--- src/rtl/wram_arbiter_if.sv ---
// Bus bundle for the work-RAM arbiter: CPU strobe port, aux req/ack port
// and the registered single-port RAM controls.
interface wram_arbiter_if #(
   parameter int ADDR_W = 11,
   parameter int DATA_W = 8
);
   // CPU port (fire-and-forget strobes)
   logic              cpu_req;
   logic              cpu_we;
   logic [ADDR_W-1:0] cpu_addr;
   logic [DATA_W-1:0] cpu_wdata;
   logic [DATA_W-1:0] cpu_rdata;
   logic              cpu_rvalid;
   logic              cpu_overrun;

   // Aux port (level request held until ack)
   logic              aux_req;
   logic              aux_we;
   logic [ADDR_W-1:0] aux_addr;
   logic [DATA_W-1:0] aux_wdata;
   logic              aux_ack;
   logic [DATA_W-1:0] aux_rdata;
   logic              aux_rvalid;

   // RAM side
   logic              ram_ce;
   logic              ram_wre;
   logic [ADDR_W-1:0] ram_ad;
   logic [DATA_W-1:0] ram_din;
   logic              ram_oce;
   logic [DATA_W-1:0] ram_dout;

   // Arbiter side
   modport slave (
      input  cpu_req, cpu_we, cpu_addr, cpu_wdata,
      output cpu_rdata, cpu_rvalid, cpu_overrun,
      input  aux_req, aux_we, aux_addr, aux_wdata,
      output aux_ack, aux_rdata, aux_rvalid,
      output ram_ce, ram_wre, ram_ad, ram_din, ram_oce,
      input  ram_dout
   );

   // Clients plus RAM side
   modport master (
      output cpu_req, cpu_we, cpu_addr, cpu_wdata,
      input  cpu_rdata, cpu_rvalid, cpu_overrun,
      output aux_req, aux_we, aux_addr, aux_wdata,
      input  aux_ack, aux_rdata, aux_rvalid,
      input  ram_ce, ram_wre, ram_ad, ram_din, ram_oce,
      output ram_dout
   );
endinterface

--- src/rtl/wram_arbiter.sv ---
// Work-RAM arbiter: shares one single-port BSRAM between the CPU bus
// (priority, with a one-entry deferral slot) and an aux req/ack port.
// A starvation counter lets aux override the CPU after STARVE_LIMIT
// waiting cycles; a two-stage tag pipeline routes read data back to
// the owner with fixed latency.
module wram_arbiter #(
   parameter int ADDR_W       = 11,
   parameter int DATA_W       = 8,
   parameter int STARVE_LIMIT = 4
) (
   input  logic           clk,
   input  logic           reset_n,
   wram_arbiter_if.slave  bus
);

   localparam logic [3:0] LIMIT = 4'(STARVE_LIMIT);

   typedef enum logic [1:0] {
      SRC_NONE = 2'd0,
      SRC_PEND = 2'd1,
      SRC_CPU  = 2'd2,
      SRC_AUX  = 2'd3
   } src_e;

   src_e              src;
   logic              aux_live;
   logic              starved;

   // Pending CPU slot
   logic              pend_vld_q,   pend_vld_d;
   logic              pend_we_q,    pend_we_d;
   logic [ADDR_W-1:0] pend_addr_q,  pend_addr_d;
   logic [DATA_W-1:0] pend_wdata_q, pend_wdata_d;

   logic [3:0]        starve_cnt_q, starve_cnt_d;
   logic              overrun_q,    overrun_d;

   // Issue stage (registered RAM controls)
   logic              ram_ce_q,     ram_ce_d;
   logic              ram_wre_q,    ram_wre_d;
   logic [ADDR_W-1:0] ram_ad_q,     ram_ad_d;
   logic [DATA_W-1:0] ram_din_q,    ram_din_d;
   logic              aux_ack_q,    aux_ack_d;

   // Tag pipeline: stage 1 aligns with the RAM access, stage 2 with ram_dout
   logic              vld_p1_q, vld_p1_d, own_p1_q, own_p1_d, rd_p1_q, rd_p1_d;
   logic              vld_p2_q, vld_p2_d, own_p2_q, own_p2_d, rd_p2_q, rd_p2_d;

   // Return registers
   logic [DATA_W-1:0] cpu_rdata_q,  cpu_rdata_d;
   logic              cpu_rvalid_q, cpu_rvalid_d;
   logic [DATA_W-1:0] aux_rdata_q,  aux_rdata_d;
   logic              aux_rvalid_q, aux_rvalid_d;

   // Pick the source for this cycle. Aux is masked during its own ack
   // cycle because it still holds the request it was just granted. A
   // starved aux beats even a refilled pending slot so a continuous CPU
   // stream can never lock it out.
   always_comb begin
      src      = SRC_NONE;
      aux_live = bus.aux_req & ~aux_ack_q;
      starved  = aux_live && (starve_cnt_q == LIMIT);
      if (starved)
         src = SRC_AUX;
      else if (pend_vld_q)
         src = SRC_PEND;
      else if (bus.cpu_req)
         src = SRC_CPU;
      else if (aux_live)
         src = SRC_AUX;
   end

   // Next-state for deferral slot, starvation counter, issue and tag stages
   always_comb begin
      // Pending slot: frees when issued, captures any live CPU strobe that
      // lost arbitration; a strobe with no free slot is dropped and flagged.
      pend_vld_d   = pend_vld_q && (src != SRC_PEND);
      pend_we_d    = pend_we_q;
      pend_addr_d  = pend_addr_q;
      pend_wdata_d = pend_wdata_q;
      overrun_d    = overrun_q;
      if (bus.cpu_req && (src != SRC_CPU)) begin
         if (!pend_vld_d) begin
            pend_vld_d   = 1'b1;
            pend_we_d    = bus.cpu_we;
            pend_addr_d  = bus.cpu_addr;
            pend_wdata_d = bus.cpu_wdata;
         end else begin
            overrun_d    = 1'b1;
         end
      end

      // Starvation counter saturates at the limit
      starve_cnt_d = starve_cnt_q;
      if (!aux_live || (src == SRC_AUX))
         starve_cnt_d = 4'd0;
      else if (starve_cnt_q != LIMIT)
         starve_cnt_d = starve_cnt_q + 4'd1;

      // Issue mux; address/data hold when idle
      ram_ce_d  = (src != SRC_NONE);
      ram_wre_d = 1'b0;
      ram_ad_d  = ram_ad_q;
      ram_din_d = ram_din_q;
      unique case (src)
         SRC_PEND: begin
            ram_wre_d = pend_we_q;
            ram_ad_d  = pend_addr_q;
            ram_din_d = pend_wdata_q;
         end
         SRC_CPU: begin
            ram_wre_d = bus.cpu_we;
            ram_ad_d  = bus.cpu_addr;
            ram_din_d = bus.cpu_wdata;
         end
         SRC_AUX: begin
            ram_wre_d = bus.aux_we;
            ram_ad_d  = bus.aux_addr;
            ram_din_d = bus.aux_wdata;
         end
         default: ;
      endcase
      aux_ack_d = (src == SRC_AUX);

      // Tag stage 1 travels with the issued access
      vld_p1_d = ram_ce_d;
      own_p1_d = (src == SRC_AUX);
      rd_p1_d  = ram_ce_d & ~ram_wre_d;

      // Tag stage 2 lines up with ram_dout
      vld_p2_d = vld_p1_q;
      own_p2_d = own_p1_q;
      rd_p2_d  = rd_p1_q;

      // Return: capture ram_dout into the owner's register
      cpu_rvalid_d = vld_p2_q & rd_p2_q & ~own_p2_q;
      aux_rvalid_d = vld_p2_q & rd_p2_q &  own_p2_q;
      cpu_rdata_d  = cpu_rvalid_d ? bus.ram_dout : cpu_rdata_q;
      aux_rdata_d  = aux_rvalid_d ? bus.ram_dout : aux_rdata_q;
   end

   // State registers, all cleared asynchronously so in-flight reads vanish
   always_ff @(posedge clk or negedge reset_n) begin
      if (!reset_n) begin
         pend_vld_q   <= 1'b0;
         pend_we_q    <= 1'b0;
         pend_addr_q  <= '0;
         pend_wdata_q <= '0;
         starve_cnt_q <= 4'd0;
         overrun_q    <= 1'b0;
         ram_ce_q     <= 1'b0;
         ram_wre_q    <= 1'b0;
         ram_ad_q     <= '0;
         ram_din_q    <= '0;
         aux_ack_q    <= 1'b0;
         vld_p1_q     <= 1'b0;
         own_p1_q     <= 1'b0;
         rd_p1_q      <= 1'b0;
         vld_p2_q     <= 1'b0;
         own_p2_q     <= 1'b0;
         rd_p2_q      <= 1'b0;
         cpu_rdata_q  <= '0;
         cpu_rvalid_q <= 1'b0;
         aux_rdata_q  <= '0;
         aux_rvalid_q <= 1'b0;
      end else begin
         pend_vld_q   <= pend_vld_d;
         pend_we_q    <= pend_we_d;
         pend_addr_q  <= pend_addr_d;
         pend_wdata_q <= pend_wdata_d;
         starve_cnt_q <= starve_cnt_d;
         overrun_q    <= overrun_d;
         ram_ce_q     <= ram_ce_d;
         ram_wre_q    <= ram_wre_d;
         ram_ad_q     <= ram_ad_d;
         ram_din_q    <= ram_din_d;
         aux_ack_q    <= aux_ack_d;
         vld_p1_q     <= vld_p1_d;
         own_p1_q     <= own_p1_d;
         rd_p1_q      <= rd_p1_d;
         vld_p2_q     <= vld_p2_d;
         own_p2_q     <= own_p2_d;
         rd_p2_q      <= rd_p2_d;
         cpu_rdata_q  <= cpu_rdata_d;
         cpu_rvalid_q <= cpu_rvalid_d;
         aux_rdata_q  <= aux_rdata_d;
         aux_rvalid_q <= aux_rvalid_d;
      end
   end

   assign bus.ram_ce      = ram_ce_q;
   assign bus.ram_wre     = ram_wre_q;
   assign bus.ram_ad      = ram_ad_q;
   assign bus.ram_din     = ram_din_q;
   assign bus.ram_oce     = 1'b1;
   assign bus.aux_ack     = aux_ack_q;
   assign bus.cpu_rdata   = cpu_rdata_q;
   assign bus.cpu_rvalid  = cpu_rvalid_q;
   assign bus.cpu_overrun = overrun_q;
   assign bus.aux_rdata   = aux_rdata_q;
   assign bus.aux_rvalid  = aux_rvalid_q;

endmodule
--- src/flat_wrapper.sv ---
// flat-port wrapper written by rule: the top's interface ports become plain ports
module wram_arbiter_flat 
#(
   parameter int ADDR_W       = 11,
   parameter int DATA_W       = 8,
   parameter int STARVE_LIMIT = 4
)
  (clk, reset_n, bus_cpu_req, bus_cpu_we, bus_cpu_addr, bus_cpu_wdata, bus_cpu_rdata, bus_cpu_rvalid, bus_cpu_overrun, bus_aux_req, bus_aux_we, bus_aux_addr, bus_aux_wdata, bus_aux_ack, bus_aux_rdata, bus_aux_rvalid, bus_ram_ce, bus_ram_wre, bus_ram_ad, bus_ram_din, bus_ram_oce, bus_ram_dout);
  wram_arbiter_if #(.ADDR_W(ADDR_W), .DATA_W(DATA_W)) bus_i ();
  input  logic clk;
  input  logic reset_n;
  input wire logic [$bits(bus_i.cpu_req)-1:0] bus_cpu_req;
  input wire logic [$bits(bus_i.cpu_we)-1:0] bus_cpu_we;
  input wire logic [$bits(bus_i.cpu_addr)-1:0] bus_cpu_addr;
  input wire logic [$bits(bus_i.cpu_wdata)-1:0] bus_cpu_wdata;
  output wire logic [$bits(bus_i.cpu_rdata)-1:0] bus_cpu_rdata;
  output wire logic [$bits(bus_i.cpu_rvalid)-1:0] bus_cpu_rvalid;
  output wire logic [$bits(bus_i.cpu_overrun)-1:0] bus_cpu_overrun;
  input wire logic [$bits(bus_i.aux_req)-1:0] bus_aux_req;
  input wire logic [$bits(bus_i.aux_we)-1:0] bus_aux_we;
  input wire logic [$bits(bus_i.aux_addr)-1:0] bus_aux_addr;
  input wire logic [$bits(bus_i.aux_wdata)-1:0] bus_aux_wdata;
  output wire logic [$bits(bus_i.aux_ack)-1:0] bus_aux_ack;
  output wire logic [$bits(bus_i.aux_rdata)-1:0] bus_aux_rdata;
  output wire logic [$bits(bus_i.aux_rvalid)-1:0] bus_aux_rvalid;
  output wire logic [$bits(bus_i.ram_ce)-1:0] bus_ram_ce;
  output wire logic [$bits(bus_i.ram_wre)-1:0] bus_ram_wre;
  output wire logic [$bits(bus_i.ram_ad)-1:0] bus_ram_ad;
  output wire logic [$bits(bus_i.ram_din)-1:0] bus_ram_din;
  output wire logic [$bits(bus_i.ram_oce)-1:0] bus_ram_oce;
  input wire logic [$bits(bus_i.ram_dout)-1:0] bus_ram_dout;
  assign bus_i.cpu_req = bus_cpu_req;
  assign bus_i.cpu_we = bus_cpu_we;
  assign bus_i.cpu_addr = bus_cpu_addr;
  assign bus_i.cpu_wdata = bus_cpu_wdata;
  assign bus_cpu_rdata = bus_i.cpu_rdata;
  assign bus_cpu_rvalid = bus_i.cpu_rvalid;
  assign bus_cpu_overrun = bus_i.cpu_overrun;
  assign bus_i.aux_req = bus_aux_req;
  assign bus_i.aux_we = bus_aux_we;
  assign bus_i.aux_addr = bus_aux_addr;
  assign bus_i.aux_wdata = bus_aux_wdata;
  assign bus_aux_ack = bus_i.aux_ack;
  assign bus_aux_rdata = bus_i.aux_rdata;
  assign bus_aux_rvalid = bus_i.aux_rvalid;
  assign bus_ram_ce = bus_i.ram_ce;
  assign bus_ram_wre = bus_i.ram_wre;
  assign bus_ram_ad = bus_i.ram_ad;
  assign bus_ram_din = bus_i.ram_din;
  assign bus_ram_oce = bus_i.ram_oce;
  assign bus_i.ram_dout = bus_ram_dout;
  wram_arbiter #(.ADDR_W(ADDR_W), .DATA_W(DATA_W), .STARVE_LIMIT(STARVE_LIMIT)) u_core (.clk(clk), .reset_n(reset_n), .bus(bus_i));
endmodule
--- config.mk ---
export PLATFORM = sky130hd
export DESIGN_NAME = wram_arbiter_flat
export DESIGN_NICKNAME = d
export VERILOG_FILES = /design/src/rtl/wram_arbiter_if.sv /design/src/rtl/wram_arbiter.sv /design/src/flat_wrapper.sv
export SDC_FILE = /design/constraint.sdc
export NUM_CORES = 1
export LEC_CHECK = 0
export CAP_MARGIN = 30
export CELL_PAD_IN_SITES_DETAIL_PLACEMENT = 1
export CELL_PAD_IN_SITES_GLOBAL_PLACEMENT = 2
export CORE_MARGIN = 5
export CORE_UTILIZATION = 25
export DETAILED_ROUTE_END_ITERATION = 8
export GPL_ROUTABILITY_DRIVEN = 0
export PLACE_DENSITY_LB_ADDON = 0.3
export SLEW_MARGIN = 20
export SYNTH_ARGS = -nofsm -noshare
export SYNTH_HDL_FRONTEND = slang
export SYNTH_SLANG_ARGS = --single-unit
--- constraint.sdc ---
create_clock -name clk -period 3.8 [get_ports clk]
set_input_delay 0.76 -clock clk [delete_from_list [all_inputs] [get_ports clk]]
set_output_delay 0.76 -clock clk [all_outputs]
set_load 0.005 [all_outputs]
# Yosys cells after proc, flatten, opt, wreduce, memory -nomap -nowiden
# Cells that the tools add are included.
dict set report totals {
  inputBits 52
  wordCells 56
  ff_bits 70
}
dict set report classes {
  n_mux 10
  n_reduce_logical 10
  n_addsub 1
  n_bitwise 9
  eq_ne 7
}
# operator n
set op_table {}
lappend op_table {{case mux 11 bit (3 select lines)} 1}
lappend op_table {{case mux 8 bit (3 select lines)} 1}
lappend op_table {{two-way mux 2 bit} 4}
lappend op_table {{two-way mux 4 bit} 2}
lappend op_table {{AND 1 bit} 5}
lappend op_table {{adder 4 x 1 -> 4 bit (second input constant)} 1}
lappend op_table {{== test 2 bit (second input constant)} 2}
lappend op_table {{== test 4 x 3 -> 1 bit (second input constant)} 1}
lappend op_table {{inequality test 4 x 3 -> 1 bit (second input constant)} 1}
lappend op_table {{NOT 1 bit} 4}
lappend op_table {{AND reduction 2 bit} 2}
lappend op_table {{nonzero test 2 bit} 2}
lappend op_table {{logical AND 1 bit} 3}
lappend op_table {{case mux 1 bit (3 select lines)} 1}
lappend op_table {{nonzero test 3 bit} 1}
lappend op_table {{== test 2 x 1 -> 1 bit (second input constant)} 1}
lappend op_table {{inequality test 2 x 1 -> 1 bit (second input constant)} 1}
lappend op_table {{inequality test 2 bit (second input constant)} 1}
lappend op_table {{logical NOT 1 bit} 1}
lappend op_table {{logical OR 1 bit} 1}
lappend op_table {{two-way mux 1 bit} 1}

# Logic depth before layout (Yosys ltp)
dict set report depth {
  word_depth 10
  mapped_depth 7
  depth_no_buf 6
}

# Worst setup path before layout
# Ideal clock, no wire load.
dict set report synth_path {
  kind {input -> register}
  start {in bus_aux_req}
  end {reg u_core.pend_addr_q[0]}
  t_required_ns 3.675
  stages 5
  path_slack_ns 2.001
  arrival_time_ns 1.674
  path_buffers 1
  path_cell_list {nand2b_1 -> o21a_1 -> o21ai_2 -> buf_6 -> mux2_2}
}
dict set report synth_between {
  elab_chain_cells 9
  word_cells_on_any_way 12
  classes_between {2 x eq/ne; 4 x mux; 2 x bitwise; 4 x reduce/logical}
}
# element line
set synth_rtl {}
lappend synth_rtl {{from (decl)} flat_wrapper.sv:19} ;# input wire logic [$bits(bus_i.aux_req)-1:0] bus_aux_req;
lappend synth_rtl {{AND 1 bit (*)} wram_arbiter.sv:61} ;# aux_live = bus.aux_req & ~aux_ack_q;
lappend synth_rtl {{two-way mux 2 bit} wram_arbiter.sv:69} ;# else if (aux_live)
lappend synth_rtl {{two-way mux 2 bit} wram_arbiter.sv:67} ;# else if (bus.cpu_req)
lappend synth_rtl {{two-way mux 2 bit} wram_arbiter.sv:65} ;# else if (pend_vld_q)
lappend synth_rtl {{two-way mux 2 bit (*)} wram_arbiter.sv:63} ;# if (starved)
lappend synth_rtl {{inequality test 2 x 1 -> 1 bit} wram_arbiter.sv:77} ;# pend_vld_d = pend_vld_q && (src != SRC_PEND);
lappend synth_rtl {{logical AND 1 bit} wram_arbiter.sv:77}
lappend synth_rtl {{NOT 1 bit (no source line)} n/a}
lappend synth_rtl {{AND reduction 2 bit (no source line) (*)} n/a}
lappend synth_rtl {{to (signal assigned)} wram_arbiter.sv:169} ;# pend_addr_q <= pend_addr_d;
lappend synth_rtl {{to (decl)} wram_arbiter.sv:32} ;# logic [ADDR_W-1:0] pend_addr_q, pend_addr_d;
# Mark *: on every way between the ends. The rest lies on a longest branch, timed or not.
# A chain may end at the register's enable or synchronous reset.

# Final worst setup path
dict set report layout_path {
  start {in bus_aux_req}
  end {reg u_core.ram_din_q[7], in the netlist u_core.bus.ram_din[7]}
}
dict set report layout_between {
  elab_chain_cells 7
  word_cells_on_any_way 11
  classes_between {3 x eq/ne; 5 x mux; 1 x bitwise; 2 x reduce/logical}
}
# element line
set layout_rtl {}
lappend layout_rtl {{AND 1 bit (*)} wram_arbiter.sv:61}
lappend layout_rtl {{two-way mux 2 bit} wram_arbiter.sv:69}
lappend layout_rtl {{two-way mux 2 bit} wram_arbiter.sv:67}
lappend layout_rtl {{two-way mux 2 bit} wram_arbiter.sv:65}
lappend layout_rtl {{two-way mux 2 bit (*)} wram_arbiter.sv:63}
lappend layout_rtl {{== test 2 bit or == test 2 x 1 -> 1 bit (tied branches)} wram_arbiter.sv:105} ;# unique case (src)
lappend layout_rtl {{case mux 8 bit (3 select lines) or nonzero test 3 bit (tied branches)} n/a}
lappend layout_rtl {{to (signal assigned)} wram_arbiter.sv:176} ;# ram_din_q <= ram_din_d;
lappend layout_rtl {{to (decl)} wram_arbiter.sv:42} ;# logic [DATA_W-1:0] ram_din_q, ram_din_d;
# Marked as above.

==> flow_summary_export.csv <==
group,metric,value,unit
run_status,status,"finished clean",
floorplan,num_rows,40,
cts,post_cts_resized,0,
sta,final_hold_viol_count,0,
sta,worst_slew_pin_slew,0.802,ns
drt,vias,2336,
cts,clkLatencyLatePin,0.33,ns
global_route,grt_max_degree,71,
sta,slew_headroom,46.4,%
cts,postCtsSetupBuffers,0,
floorplan,die_w,119,um
place,place_ws,0.970,ns
finish,syn2layout_area_growth,46.4,%
cts,h-tree-depth,3,
finish,layout_common_cells,"clkdlybuf4s50_1, dfrtp_1, mux2_2, nand2_1, nor2_1",
sta,finClkSkew,0.00833,ns
sta,final_max_slew_viol_count,0,
finish,drive_above_1_share,16.4,%
finish,final_cell_count_no_fill,494,
floorplan,start_util,25.3,%
global_route,grt_antenna_before_repair,0,
global_route,grt_pass1_wl,14.3,mm
drt,wl_per_cell,17.3,um
logic_synthesis,syn_area,3000,sq um
floorplan,die_area,14300,sq um
worst_setup_path,critPathKind,"in2reg",
worst_setup_path,startpoint_type,"input port",
cts,clockRootBuffer,"clkbuf_16",
cts,postCtsHoldBufs,0,
sta,finalSetupViolations,0,
drt,vias_per_cell,4.73,
global_route,grt-ovfl-total,0,
cts,numCtsBuffers,9,
finish,final_common_cell,"clkdlybuf4s50_1",
finish,utilization,37.0,%
power,ir_drop,0.219,mV
finish,fin_nets,396,
finish,multiInputGateArea,1130,sq um
sta,rsz0062_at_grt,"no",
sta,fin_crit,2.47,ns
floorplan,pin_count,94,
cts,cts_tree,"built",
drt,drt_first_iter_violations,109,
power,power.total,2.12,mW
drt,first_pass_iters,4,
sta,setup_ws,1.33,ns
worst_setup_path,cp-end-kind,"register",
power,power_density,483,nW/um^2
floorplan,core,11900,sq um
drt,ant_nets,0,
logic_synthesis,yosysSeqAreaShare,58.5,%
logic_synthesis,synth_warnings,0,
finish,nFillCells,1292,
cts,numClockSinks,70,
finish,antenna_cells,0,
min_path,hp-class,"reg2reg",
worst_setup_path,critPathRequiredTime,4.01,ns
worst_setup_path,ff2ff_setup_slack,1.75,ns
logic_synthesis,syn-num-nets,304,
sta,fmax,405,MHz
floorplan,die_y,119,um
worst_setup_path,worstPathArrival,2.68,ns
sta,tns,0,ns
logic_synthesis,syn_area_per_cell,12.0,sq um
place,dp_hpwl,5.94,mm
place,portBuffers,92,
global_route,grt_usage,12.6,%
job,cap_violations,0,
worst_setup_path,worst-path-max-fanout,20,
drt,drc,0,
drt,wl,8.56,mm
cts,clk_pin_slew,0.06,ns
finish,regArea,1750,sq um
logic_synthesis,yosysUniqueCellTypes,34,
logic_synthesis,syn_inst,250,
logic_synthesis,ys_ff_latch,70,
sta,post-route-period-util,64.9,%
place,dp.cells,477,
cts,clock_path_buffers,2,
global_route,grt_pass1_vias,2747,
power,power.leakage,1.88,nW
-- power breakdown --
group / switching [mW] / internal, mW
sequential: 0.0531 / 0.844
clock: 0.327 / 0.509
combinational: 0.142 / 0.242
total: 0.523 / 1.59
-- critical path, stage by stage --
cell,delay [ns]
clkdlybuf4s50_1,0.40
nand2b_1,0.42
nand2_1,0.64
o22ai_1,0.38
nor2_1,0.08
-- cell type report --
type	count	area share, %
sequential	70	39.9
timing repair buffer	98	22.9
clock inverter	7	1.71
inverter	5	0.428
clock buffer	9	5.13
tap	147	4.19
multi-input combinational	158	25.7
-- final timing paths --
path	startpoint	end	cells past startpoint
max	bus_aux_req	u_core.bus.ram_din[7]	5
min	u_core.rd_p1_q	u_core.rd_p2_q	0
max reg2reg	u_core.bus.aux_ack	u_core.bus.ram_din[7]	4
min reg2reg	u_core.rd_p1_q	u_core.rd_p2_q	0
max in group asynchronous	reset_n	u_core.pend_addr_q[0]	2
min in group asynchronous	reset_n	u_core.bus.aux_rdata[5]	1
-- per-layer routing --
metal	up-vias	share of wire [%]	GRT usage (%)
li1	1095	-	-
met1	1163	45	15.4
met2	70	49	21.9
met3	8	5.2	4.18
met4	0	0.67	2.36
met5	-	0	0
-- logic make-up (layout without fill, tap and decap cells) --
family                     after synthesis  count (layout)  synth area share, %
buffers and inverters                   22             119                 3.93
muxes                                   28              28                 10.5
adders and majority gates                3               3                 1.17
xor gates and xnor gates                 2               2                0.585
DFF                                     70              70                 58.5
other                                    1               1                0.125
AOI/OAI and AO/OA                       65              65                 16.6
and+or+nand+nor                         59              59                 8.61
-- registers in the layout (all words and copies together) (netlist names), 4 cells and up --
signal	cells
u_core.bus.aux_rdata	8
u_core.bus.cpu_rdata	8
u_core.bus.ram_ad	11
u_core.bus.ram_din	8
u_core.pend_addr_q	11
u_core.pend_wdata_q	8
u_core.starve_cnt_q	4
-- cells in the mapped netlist, drive strengths merged --
master  number  area [sq um]
nand2       25          93.8
a31o         1          8.76
conb         1          3.75
o31ai        1          7.51
nand3        2          10.0
a22oi        1          7.51
a221oi       1          8.76
xnor2        1          8.76
a21o         1          7.51
nor2b        1          6.26
clkbuf       4          15.0
xor2         1          8.76
maj3         1          10.0
o22ai       20           131
dfrtp       70          1750
buf         13          83.8
ha           2          25.0
clkinv       1          3.75
nor2        22          82.6
or2          1          6.26
nand2b       1          6.26
mux2        28           315
nand3b       2          27.5
a22o        19           166
a211oi      19           143
inv          4          15.0
o21a         1          7.51
o21ai        1          8.76
nor3         5          25.0
-- stage by stage --
step / area (sq um) / hold slack, ns
2_1_floorplan: 3000 / 0.331
6_report: 4390 / 0.350
3_5_place_dp: 4070 / 0.336
3_3_place_gp: 4020 / 0.334
5_1_grt: 4390 / 0.361
4_1_cts: 4370 / 0.351
(Power assumes the default switching activity.)
